### src/rtl/nlprg_period_mon.sv
// Measures the cycle length of a PRNG stream: records the first sample as seed,
// tracks visited words in a bitmap and reports the period, full-period pass and error cause.
module nlprg_period_mon #(
  parameter int unsigned N         = 5,
  parameter int unsigned STALL_MAX = 64
) (
  input  logic         ck,
  input  logic         rst_n,
  input  logic         start,
  input  logic         in_vld,
  input  logic [N-1:0] in_dat,
  output logic         busy,
  output logic         done,
  output logic         pass,
  output logic [N:0]   period,
  output logic [1:0]   err
);

  localparam int unsigned DEPTH = 1 << N;
  localparam int unsigned CW    = N + 1;
  localparam int unsigned SW    = $clog2(STALL_MAX + 1);

  localparam logic [1:0] ERR_NONE   = 2'b00;
  localparam logic [1:0] ERR_SHORT  = 2'b01;
  localparam logic [1:0] ERR_REPEAT = 2'b10;
  localparam logic [1:0] ERR_STALL  = 2'b11;

  typedef enum logic [1:0] {IDLE, ARM, RUN, DONE} state_t;

  state_t             state, state_nxt;
  logic [DEPTH-1:0]   bitmap, bitmap_nxt;
  logic [N-1:0]       seed, seed_nxt;
  logic [CW-1:0]      count, count_nxt;
  logic [SW-1:0]      stall, stall_nxt;
  logic               pass_nxt, busy_nxt, done_nxt;
  logic [CW-1:0]      period_nxt;
  logic [1:0]         err_nxt;

  logic stall_end_c, seed_hit_c, seen_c, full_c;

  assign stall_end_c = !in_vld && (stall == SW'(STALL_MAX - 1));
  assign seed_hit_c  = (in_dat == seed);
  assign seen_c      = bitmap[in_dat];
  assign full_c      = (count == CW'(DEPTH));

  // State register
  always_ff @(posedge ck or negedge rst_n) begin
    if (!rst_n) state <= IDLE;
    else        state <= state_nxt;
  end

  // Next-state logic
  always_comb begin
    state_nxt = state;
    case (state)
      IDLE, DONE: if (start) state_nxt = ARM;
      ARM: begin
        if (in_vld)           state_nxt = RUN;
        else if (stall_end_c) state_nxt = DONE;
      end
      RUN: begin
        if (in_vld) begin
          if (seed_hit_c || seen_c) state_nxt = DONE;
        end else if (stall_end_c) begin
          state_nxt = DONE;
        end
      end
      default: state_nxt = IDLE;
    endcase
  end

  // Datapath and result next values
  always_comb begin
    bitmap_nxt = bitmap;
    seed_nxt   = seed;
    count_nxt  = count;
    stall_nxt  = stall;
    pass_nxt   = pass;
    period_nxt = period;
    err_nxt    = err;
    busy_nxt   = (state_nxt == ARM) || (state_nxt == RUN);
    done_nxt   = (state_nxt == DONE);
    case (state)
      IDLE, DONE: begin
        if (start) begin
          bitmap_nxt = '0;
          count_nxt  = '0;
          stall_nxt  = '0;
          pass_nxt   = 1'b0;
          err_nxt    = ERR_NONE;
          period_nxt = '0;
        end
      end
      ARM, RUN: begin
        if (!in_vld) begin
          if (stall != SW'(STALL_MAX)) stall_nxt = stall + SW'(1);
          if (stall_end_c) begin
            pass_nxt   = 1'b0;
            err_nxt    = ERR_STALL;
            period_nxt = count;
          end
        end else if (state == ARM) begin
          seed_nxt           = in_dat;
          bitmap_nxt[in_dat] = 1'b1;
          count_nxt          = CW'(1);
          stall_nxt          = '0;
        end else if (seed_hit_c) begin
          period_nxt = count;
          pass_nxt   = full_c;
          err_nxt    = full_c ? ERR_NONE : ERR_SHORT;
        end else if (seen_c) begin
          period_nxt = count;
          pass_nxt   = 1'b0;
          err_nxt    = ERR_REPEAT;
        end else begin
          bitmap_nxt[in_dat] = 1'b1;
          if (!full_c) count_nxt = count + CW'(1);
          stall_nxt = '0;
        end
      end
      default: ;
    endcase
  end

  // Datapath and output registers
  always_ff @(posedge ck or negedge rst_n) begin
    if (!rst_n) begin
      bitmap <= '0;
      seed   <= '0;
      count  <= '0;
      stall  <= '0;
      pass   <= 1'b0;
      period <= '0;
      err    <= ERR_NONE;
      busy   <= 1'b0;
      done   <= 1'b0;
    end else begin
      bitmap <= bitmap_nxt;
      seed   <= seed_nxt;
      count  <= count_nxt;
      stall  <= stall_nxt;
      pass   <= pass_nxt;
      period <= period_nxt;
      err    <= err_nxt;
      busy   <= busy_nxt;
      done   <= done_nxt;
    end
  end

endmodule

### config.mk
export PLATFORM = sky130hd
export DESIGN_NAME = nlprg_period_mon
export DESIGN_NICKNAME = d
export VERILOG_FILES = /design/src/rtl/nlprg_period_mon.sv
export SDC_FILE = /design/constraint.sdc
export NUM_CORES = 1
export LEC_CHECK = 0
export CAP_MARGIN = 20
export CORE_ASPECT_RATIO = 1.2
export CORE_MARGIN = 4
export CORE_UTILIZATION = 42
export CTS_BUF_LIST = sky130_fd_sc_hd__clkbuf_4
export CTS_CLUSTER_DIAMETER = 120
export DETAILED_ROUTE_END_ITERATION = 8
export RECOVER_POWER = 25
export REMOVE_ABC_BUFFERS = 1
export SYNTH_ARGS = -nofsm -noshare
export SYNTH_HDL_FRONTEND = slang
export SYNTH_SLANG_ARGS = --single-unit
### constraint.sdc
create_clock -name ck -period 7.3 [get_ports ck]
set_input_delay 2.19 -clock ck [delete_from_list [all_inputs] [get_ports ck]]
set_output_delay 2.19 -clock ck [all_outputs]
set_load 0.01 [all_outputs]
==> summary.md, run 1 <==
| Metric | Value |
|---|---|
| Worst-skew pair later-pin latency | 0.41 ns |
| Register area share after synthesis | 0.484 |
| Max cap viols | 1 |
| Synthesized cell area | 3250 µm² |
| Vias in the first global route | 2428 |
| Rel. slew slack | -1.19 |
| Cts-stage hold buffer count | 0 |
| Internal reg-to-reg setup slack | 4.21 ns |
| Final wirelength | slightly below 7 mm |
| Cts repair resizes | 0 |
| R2R Path Start | state[0]$_DFF_PN0_ |
| Final net count | between 300 and 400 |
| CP endpoint kind | flip-flop |
| Vias per cell | 5.70 |
| Worst Reg2Reg Path Length in Cells | 9 |
| Status | finished with violations |
| Reg-to-reg endpoint | bitmap[31]$_DFFE_PN0P_ |
| Crit path time final | 5.07 ns |
| Endpoints failing hold | 0 |
| Worst-path maximum fanout | 15 |
| Worst vdd ir | about 0.18 mV |
| Met2 usage in global routing | 0.255 |
| Slew Viols, Final | 64 |
| Hold_ws | 0.491 ns |
| CTS clk-pin slew, worst paths | about 0.11 ns |
| Layout Utilization | 0.494 |
| First-pass GRT wire length | around 12 mm |
| Grt ovf | 0 |
| WP data arrival | between 5 and 6 ns |
| CTS tree | yes |
| Share of layout cells above drive strength 1 | 0.110 |
| Layout Cells excl Fill | 434 |
| Synth top area share | 0.484 |
| Pwr Density | around 330 nW/µm² |
| Area leader, netlist | dfrtp_1 |
| M1 GR Usage | 0.223 |
| RSZ-0062 raised after global routing | no |
| WL per Instance | 15.9 µm |
| Die width | 88.4 µm |
| Initial DRC Count | 116 |
| Ys Warns | 0 |
| Total power | 1.20 mW |
| Crit path launch type | input pin |
| Setup slack after layout | 2.23 ns |
| Port Buffers | 19 |
| Post-CTS Setup Repair Bufs | 0 |
| H-tree levels | 3 |
| Clock sinks | 63 |
| Via Count | 2472 |
| Initial Util | 0.440 |
| WP data required | 7.63 ns |
| CTS root buffer | clkbuf_4 |
| Async S/R FF share, synth | 1.00 |
| Largest net degree at the start of global routing | 64 |
| Grt peak-use layer | met2 |
| DRC errors left | 0 |
| I/O pin count | 20 |
| Hold Crit Endpoint | bitmap[7]$_DFFE_PN0P_ |
| Setup Total Neg Slack | 0 ns |
| Violated checks | max-capacitance violations, max-slew violations |
| Final setup fails | 0 |
| Deepest clock path buffer count | 2 |
| Hold Startpoint | bitmap[7]$_DFFE_PN0P_ |
| GP Congestion | about 0.79 |
| Core Region | 7400 µm² |
| Max Freq | 197 MHz |
| FP Rows | 34 |
| Chip Height | about 100 µm |
| GRT Total Usage | 0.163 |
| Antenna diode count | 0 |
| Layout area overhead | 12.4% |
| Leak Pwr | 1.62 nW |
| Setup WS pre-CTS | about 1.8 ns |
| Worst slew pin tran | 3.28 ns |
| EDFF count, synth | 0 |
| Mapped Cells | 323 |
| Initial antenna violation count | 0 |
| Met3 Use GR | 0.0388 |
| Cts bufs inserted | 9 |
| Unique masters post-synth | 51 |
| Part of the cycle the worst path needs | 0.695 |
| Inst Count DP | between 400 and 500 |
| Layout filler cell count | 715 |
| Main synth FF type | dfrtp_1 |
| Dpl hpwl | 4.81 mm |
| Largest cells by area after synthesis | dfrtp_1 48%, a22o_1 5.9%, nand2_1 5.7%, mux4_2 3.5%, ha_1 2.7% |
| HP Class | reg -> reg |
| Final ANT Viol Nets | 0 |
| Max Clock Skew | 0.0148 ns |
| CP Class | in -> reg |
| Hold path depth | 2 |
| Post-DP Area | around 3500 µm² |
| Yosys reg bits | 63 |
| Fin area | 3660 µm² |
| Syn Area/Cell | around 10 µm² |
| Die footprint | between 9000 and 10000 µm² |
| Pre-antenna DRT Iters | 5 |
[cells by family (layout without fill, tap and decap cells)]
family,count (synthesis),in the layout,synth area share
DFF,63,63,0.484
muxes,12,12,0.0577
buffers and inverters,32,53,0.0400
and+or+nand+nor,125,125,0.201
AOI/OAI and AO/OA,75,75,0.165
xor gates and xnor gates,9,9,0.0242
adders and majority gates,7,7,0.0269
[layout make-up]
cell class / count / area (µm²) / share of cell area
flip-flops and latches: 63 / 1580 / 0.431
multi-input cells: 228 / 1550 / 0.423
repair buffers: 22 / 204 / 0.0558
well taps: 90 / 113 / 0.0308
clock inverters: 6 / 85.1 / 0.0233
clock buffers: 10 / 75.1 / 0.0205
inverters: 15 / 56.3 / 0.0154
[where the power goes]
group | switching, mW | leakage [nW] | total (mW) | internal (mW)
Clock | 0.131 | 0.0824 | 0.273 | 0.141
Combinational | 0.266 | 0.681 | 0.444 | 0.178
Sequential | 0.0556 | 0.855 | 0.483 | 0.427
[sequential cells by signal (all words and copies together), names as in the netlist, 2 cells and up]
register  count
count         6
stall         7
state         2
bitmap       32
seed          5
err           2
period        6
[cells in the mapped netlist (2+ instances only)]
master / number
a21oi_1: 10
a22o_1: 22
a31oi_1: 3
a32o_1: 3
a41oi_1: 3
and2_1: 6
and3_1: 3
buf_2: 5
clkbuf_1: 10
dfrtp_1: 63
ha_1: 7
inv_1: 15
mux2_2: 4
mux2i_1: 3
mux4_2: 5
nand2_1: 49
nand2b_1: 2
nand3_1: 13
nand4_1: 3
nor2_1: 16
nor2b_1: 8
nor3_1: 8
nor4_4: 2
o21ai_0: 4
o21ai_1: 17
or3_1: 4
or4_1: 4
xnor2_1: 6
xor2_1: 3
[worst max-delay path: stages]
cell	delay, ns
clkdlybuf4s50_1	1.03
mux4_2	0.59
or3b_1	0.17
o21ai_1	0.11
nor4b_4	0.33
a21oi_2	0.17
or4_1	0.61
o21ai_1	0.20
[how the worst max path moves through the flow]
| stage | startpoint | slack (ns) | cells after the start | endpoint |
|---|---|---|---|---|
| floorplan | in_dat[3] | 3.15 | 8 | busy$_DFF_PN0_ |
| global placement | in_dat[0] | 1.85 | 9 | busy$_DFF_PN0_ |
| detailed placement | in_dat[0] | 1.78 | 8 | bitmap[22]$_DFFE_PN0P_ |
| CTS | in_dat[0] | 2.22 | 8 | bitmap[30]$_DFFE_PN0P_ |
| global route | rst_n | 1.68 | 2 | bitmap[8]$_DFFE_PN0P_ |
| finish | in_dat[0] | 2.23 | 8 | bitmap[31]$_DFFE_PN0P_ |
[layout by cell type (no fill, tap or decap), types with 10 or more instances in the layout]
cell type and instances:
clkbuf_4 10, clkdlybuf4s50_1 18, a21oi_1 10, inv_1 15, o21ai_1 17, nand3_1 13, nor2_1 16, dfrtp_1 63
nand2_1 49, a22o_1 22
[routing by layer]
layer / wire [µm] / vias up
met2: 3330 / 59
met4: 108 / 0
met1: 3170 / 1208
li1: - / 1196
met5: 0 / -
met3: 313 / 9
(Power assumes the default switching activity.)
==> run 2, diff against run 1 <==
==> constraint.sdc (replaced) <==
create_clock -name ck -period 5.11 [get_ports ck]
set_input_delay 1.533 -clock ck [delete_from_list [all_inputs] [get_ports ck]]
set_output_delay 1.533 -clock ck [all_outputs]
set_load 0.01 [all_outputs]
==> run 2 against run 1 <==
The run still ends with max-capacitance violations, max-slew violations left. Final area shrank 0.41%. Flip-flop and latch count is the same. Combinational power grew 45%. Worst setup slack lost 1.2 ns. Critical path type unchanged. Clock skew shrank 0.0028 ns. Sequential power grew 43%. Critical path depth grew 1. Hold slack lost 0.0028 ns. Count of clock-buffer cells in the layout shrank 1. Clock power grew 21%.
==> summary.md, run 2 (synthesis results as in run 1) <==
| Metric | Value |
|---|---|
| Part of the cycle the worst path needs | 0.807 |
| Pre-antenna DRT Iters | 5 (unchanged) |
| Dpl hpwl | 5.04 mm (+4.8%) |
| First-pass GRT wire length | 12.3 mm (+3.2%) |
| Via Count | 2486 (+0.57%) |
| CTS root buffer | clkbuf_4 |
| Violated checks | max-capacitance violations, max-slew violations |
| Commonest non-fill, non-tap cell in the layout | dfrtp_1 |
| GP Congestion | 0.806 (+1.4%) |
| Setup Total Neg Slack | 0 ns (unchanged) |
| Initial antenna violation count | 0 (unchanged) |
| R2R Path Start | state[0]$_DFF_PN0_ |
| Worst setup startpoint | in_dat[0] |
| Final setup fails | 0 (unchanged) |
| Hold path depth | 2 (unchanged) |
| Antenna diode count | 0 (unchanged) |
| Max Clock Skew | 0.0120 ns (-0.00279 ns) |
| Worst slew pin tran | 1.96 ns (-1.32 ns) |
| Status | finished with violations |
| WP data required | 5.44 ns (-2.19 ns) |
| Largest net degree at the start of global routing | 38 (-41%) |
| Layout area overhead | 11.9% |
| I/O pin count | 20 (unchanged) |
| Port Buffers | 19 (unchanged) |
| Layout filler cell count | 709 (-0.84%) |
| Pwr Density | 457 nW/µm² (+39%) |
| Top Registers | bitmap: 32 flops, stall: 7 flops |
| Internal reg-to-reg setup slack | 2.04 ns (-2.17 ns) |
| Rel. slew slack | -0.305 (+0.882) |
| Total power | 1.66 mW (+39%) |
| Endpoints failing hold | 0 (unchanged) |
| Hold Crit Endpoint | bitmap[18]$_DFFE_PN0P_ |
| Core Region | 7400 µm² (unchanged) |
| Worst Reg2Reg Path Length in Cells | 9 (unchanged) |
| Vias per cell | 5.70 (+0.11%) |
| Hold Startpoint | bitmap[18]$_DFFE_PN0P_ |
| Leak Pwr | 1.60 nW (-0.88%) |
| Final ANT Viol Nets | 0 (unchanged) |
| Cts-stage hold buffer count | 0 (unchanged) |
| Clock sinks | 63 (unchanged) |
| Final wirelength | 7.17 mm (+3.6%) |
| WL per Instance | 16.4 µm (+3.2%) |
| Final net count | 357 (+0.56%) |
| RSZ-0062 raised after global routing | no |
| CTS tree | yes |
| Die width | 88.4 µm (unchanged) |
| H-tree levels | 3 (unchanged) |
| GRT Total Usage | 0.170 (+0.00664) |
| Layout Utilization | 0.492 (-0.00203) |
| Grt ovf | 0 (unchanged) |
| DRC errors left | 0 (unchanged) |
| Cts repair resizes | 0 (unchanged) |
| Crit path launch type | input pin |
| Share of layout cells above drive strength 1 | 0.104 (-0.00642) |
| Most frequent cells in the layout | 63 x dfrtp_1, 49 x nand2_1, 22 x a22o_1 |
| CP endpoint kind | flip-flop |
| Reg with most FFs | bitmap |
| Max cap viols | 2 (+1) |
| Post-CTS Setup Repair Bufs | 0 (unchanged) |
| Max Freq | 243 MHz |
| Deepest clock path buffer count | 2 (unchanged) |
| CTS clk-pin slew, worst paths | 0.10 ns (about the same) |
| Slew Viols, Final | 65 (+1.6%) |
| HP Class | reg -> reg |
| Reg-to-reg endpoint | bitmap[3]$_DFFE_PN0P_ |
| Max reg flops | 32 (unchanged) |
| Cts bufs inserted | 9 (unchanged) |
| Chip Height | 104 µm (unchanged) |
| Die footprint | 9230 µm² (unchanged) |
| Worst-skew pair later-pin latency | 0.40 ns (about the same) |
| Initial DRC Count | 93 (-20%) |
| Worst-path maximum fanout | 11 (-4) |
| CP Class | in -> reg |
| Crit path time final | ~4.1 ns |
| Worst vdd ir | 0.246 mV (+36%) |
| Initial Util | 0.440 (unchanged) |
| Vias in the first global route | 2452 (+0.99%) |
| WP data arrival | 4.45 ns (-0.95 ns) |
| FP Rows | 34 (unchanged) |
==> run 2: worst max path at each step <==
stage	depth (start not counted)	end
floorplan	8	busy$_DFF_PN0_
global placement	10	busy$_DFF_PN0_
detailed placement	9	bitmap[31]$_DFFE_PN0P_
CTS	9	bitmap[31]$_DFFE_PN0P_
global route	2	bitmap[18]$_DFFE_PN0P_
finish	9	bitmap[3]$_DFFE_PN0P_
==> run 2: power by group <==
| group | switching (mW) | leakage, nW | internal, mW |
|---|---|---|---|
| Sequential | 0.0796 | 0.855 | 0.610 |
| Clock | 0.187 | 0.0607 | 0.144 |
| Combinational | 0.387 | 0.688 | 0.256 |
==> run 2: area by class of cell <==
cell class | instances | area [µm²] | share of cell area
repair buffers | 24 | 218 | 0.0598
flip-flops and latches | 63 | 1580 | 0.433
well taps | 90 | 113 | 0.0309
inverters | 15 | 56.3 | 0.0155
multi-input cells | 228 | 1550 | 0.425
clock buffers | 9 | 67.6 | 0.0186
clock inverters | 7 | 63.8 | 0.0175
==> run 2: critical path, cell delays in order <==
cell             delay (ns)
clkdlybuf4s50_1        0.66
buf_4                  0.30
mux2_2                 0.36
nand4_1                0.10
o31ai_1                0.12
nor4b_4                0.37
a21oi_2                0.18
or4_1                  0.62
o21ai_1                0.20
==> run 2: routing by layer <==
metal  part of all wire  GRT usage  up-vias
li1                   -          -     1196
met1               0.45      0.225     1220
met2               0.49      0.271       55
met3              0.034     0.0285       15
met4              0.023     0.0724        0
met5                  0          0        -
==> run 2: stage by stage <==
step | hold WS (ns) | setup WS (ns) | instance area [µm²] | cells
after floorplan | 0.450 | 1.61 | 3180 | 306
after global placement | 0.463 | 0.563 | 3520 | 420
after detailed placement | 0.472 | 0.528 | 3520 | 420
after CTS | 0.495 | 0.980 | 3650 | 436
after global routing | 0.522 | 0.463 | 3640 | 436
final | 0.488 | 0.988 | 3640 | 436
==> run 3, diff against run 2 <==
==> constraint.sdc (replaced) <==
create_clock -name ck -period 3.3 [get_ports ck]
set_input_delay 0.99 -clock ck [delete_from_list [all_inputs] [get_ports ck]]
set_output_delay 0.99 -clock ck [all_outputs]
set_load 0.01 [all_outputs]
==> run 3 against run 2 <==
The run still ends with max-capacitance violations, max-slew violations left. Clock skew up 0.0022 ns. Via count is 1.0% higher. Routed wire length is 0.32% higher. Final area up 6.2%. Flip-flop and latch count unchanged. Clock power increased by 26%. Hold slack better by 0.0048 ns. Global-route usage increased by 0.24 points. Sequential share of layout area down 2.5 points. First-iteration DRC count down 38%. Worst setup slack worse by 0.78 ns. Final cell count up 6.9%. Critical endpoint is now bitmap[25]$_DFFE_PN0P_. Largest cell class unchanged.
==> summary.md, run 3 (synthesis results as in run 1) <==
| Metric | Value |
|---|---|
| I/O pin count | 20 (unchanged) |
| Via Count | 2511 (+1.0%) |
| R2R Path Start | state[0]$_DFF_PN0_ |
| Part of the cycle the worst path needs | 0.938 |
| Leak Pwr | 1.78 nW (+11%) |
| Deepest clock path buffer count | 2 (unchanged) |
| Reg with most FFs | bitmap |
| Setup Total Neg Slack | 0 ns (unchanged) |
| RSZ-0062 raised after global routing | no |
| Die footprint | 9230 µm² (unchanged) |
| Status | finished with violations |
| Share of layout cells above drive strength 1 | 0.184 (+0.0795) |
| Violated checks | max-capacitance violations, max-slew violations |
| Dpl hpwl | 5.46 mm (+8.3%) |
| First-pass GRT wire length | 12.5 mm (+1.8%) |
| WP data required | 3.59 ns (-1.85 ns) |
| Cell family with most CP delay | simple AND/OR/NAND/NOR gates |
| Worst setup startpoint | in_dat[1] |
| Post-CTS Setup Repair Bufs | 0 (unchanged) |
| Cts bufs inserted | 9 (unchanged) |
| Antenna diode count | 0 (unchanged) |
| Layout area overhead | 18.8% |
| Final wirelength | 7.20 mm (+0.32%) |
| Grt ovf | 0 (unchanged) |
| Initial DRC Count | 58 (-38%) |
| Max reg flops | 32 (unchanged) |
| Critical Path, Cell by Cell | clkdlybuf4s50_1, buf_4, or3_1, nor3_1, nor2_1, nor4b_4, a21oi_2, nor4_4, buf_4, a32o_1 |
| Commonest non-fill, non-tap cell in the layout | dfrtp_1 |
| Top Registers | bitmap: 32 flops, stall: 7 flops |
| Clock sinks | 63 (unchanged) |
| Max Clock Skew | 0.0142 ns (+0.00219 ns) |
| Pwr Density | 675 nW/µm² (+48%) |
| CP Depth | 10 (+1) |
| CTS clk-pin slew, worst paths | 0.09 ns (about the same) |
| FP Rows | 34 (unchanged) |
| Crit path launch type | input pin |
| Die width | 88.4 µm (unchanged) |
| Max cap viols | 1 (-1) |
| HP Class | reg -> reg |
| Initial Util | 0.440 (unchanged) |
| Max Freq | 323 MHz |
| Layout Utilization | 0.522 (+0.0304) |
| Vias in the first global route | 2583 (+5.3%) |
| GP Congestion | 0.793 (-1.6%) |
| Worst slew pin tran | 1.64 ns (-0.313 ns) |
| Internal reg-to-reg setup slack | 0.70 ns (-1.34 ns) |
| CTS root buffer | clkbuf_4 |
| Worst vdd ir | 0.373 mV (+51%) |
| Crit path time final | 3.10 ns |
| Final setup fails | 0 (unchanged) |
| WP data arrival | 3.39 ns (-1.06 ns) |
| Setup WS pre-CTS | -0.416 ns (-0.944 ns) |
| Final net count | 389 (+9.0%) |
| Slew Viols, Final | 33 (-49%) |
| Worst Reg2Reg Path Length in Cells | 10 (+1) |
| CTS tree | yes |
| Buf/Inv on CP | 3 (+1) |
| Initial antenna violation count | 0 (unchanged) |
| Largest net degree at the start of global routing | 33 (-13%) |
| Chip Height | 104 µm (unchanged) |
| Layout filler cell count | 685 (-3.4%) |
| Rel. slew slack | -0.0966 (+0.208) |
| Reg-to-reg endpoint | bitmap[3]$_DFFE_PN0P_ |
| Slowest CP cell | clkdlybuf4s50_1 |
| Port Buffers | 19 (unchanged) |
| Worst-path maximum fanout | 8 (-3) |
| Setup slack after layout | 0.205 ns (-0.784 ns) |
| Most frequent cells in the layout | 63 x dfrtp_1, 49 x nand2_1, 35 x buf_4 |
| GRT Total Usage | 0.173 (+0.00244) |
| Most Frequent Cell on Critical Path | buf_4 |
| Cts-stage hold buffer count | 0 (unchanged) |
| Pre-antenna DRT Iters | 5 (unchanged) |
| Vias per cell | 5.39 (-5.5%) |
| H-tree levels | 3 (unchanged) |
| WL per Instance | 15.4 µm (-6.1%) |
| DRC errors left | 0 (unchanged) |
| CP Class | in -> reg |
| Worst-skew pair later-pin latency | 0.41 ns (about the same) |
| Endpoints failing hold | 0 (unchanged) |
| Final ANT Viol Nets | 0 (unchanged) |
| Last element of the critical path | bitmap[25]$_DFFE_PN0P_ |
| Slowest stage delay, CP | 0.49 ns (-0.17 ns) |
| Core Region | 7400 µm² (unchanged) |
| CP endpoint kind | flip-flop |
[run 3: cell types whose count changed in the layout (fill, tap and decap cells not counted), moves of 2 or more]
cell	before	now
clkinvlp_4	3	0
clkbuf_4	9	11
buf_4	4	35
clkdlybuf4s50_1	18	16
dlymetal6s2s_1	0	2
[run 3: report_power, final]
group	internal (mW)	leakage [nW]	total (mW)	switching, mW
clock	0.158	0.0577	0.418	0.260
sequential	0.945	0.855	1.07	0.126
combinational	0.505	0.866	1.12	0.618
[run 3: what timing repair did]
item	4_1_cts	5_1_grt
setup endpoints to repair	0	30
endpoints found under the hold margin	0	0
resized for setup	0	5
[run 3: area by class of cell]
class / instances / area, µm² / area share
Sequential cell: 63 / 1580 / 0.408
Clock inverter: 3 / 12.5 / 0.00324
Inverter: 15 / 56.3 / 0.0146
Timing Repair Buffer: 56 / 468 / 0.121
Tap cell: 90 / 113 / 0.0291
Clock buffer: 11 / 82.6 / 0.0214
Multi-Input combinational cell: 228 / 1560 / 0.403
[run 3: worst min-delay path by stage]
stage	start	endpoint	depth (start not counted)
finish	bitmap[31]$_DFFE_PN0P_	bitmap[31]$_DFFE_PN0P_	2
global route	bitmap[25]$_DFFE_PN0P_	bitmap[25]$_DFFE_PN0P_	1
CTS	bitmap[31]$_DFFE_PN0P_	bitmap[31]$_DFFE_PN0P_	2
detailed placement	bitmap[31]$_DFFE_PN0P_	bitmap[31]$_DFFE_PN0P_	2
global placement	bitmap[7]$_DFFE_PN0P_	bitmap[7]$_DFFE_PN0P_	2
floorplan	bitmap[7]$_DFFE_PN0P_	bitmap[7]$_DFFE_PN0P_	2
[run 3: metal layers]
| layer | part of all wire | up-vias | global-route usage | wire length, µm |
|---|---|---|---|---|
| met5 | 0 | - | 0 | 0 |
| met4 | 0.013 | 0 | 0.0486 | 92 |
| li1 | - | 1254 | - | - |
| met2 | 0.51 | 35 | 0.285 | 3640 |
| met3 | 0.032 | 12 | 0.0452 | 232 |
| met1 | 0.45 | 1210 | 0.220 | 3230 |
[run 3: per-stage QoR]
step / hold WS [ns] / area [µm²] / instances / power [mW]
5_1_grt: 0.520 / 3870 / 466 / 2.82
3_3_place_gp: 0.468 / 3770 / 452 / 2.20
3_5_place_dp: 0.475 / 3770 / 452 / 2.22
2_1_floorplan: 0.450 / 3180 / 306 / 1.76
4_1_cts: 0.497 / 3860 / 466 / 2.64
6_report: 0.493 / 3870 / 466 / 2.61
[run 3: tightest hold or removal path, cell delays in order (launching register included)]
cell     delay [ns]
dfrtp_1        0.36
nand2_1        0.05
o21ai_1        0.06
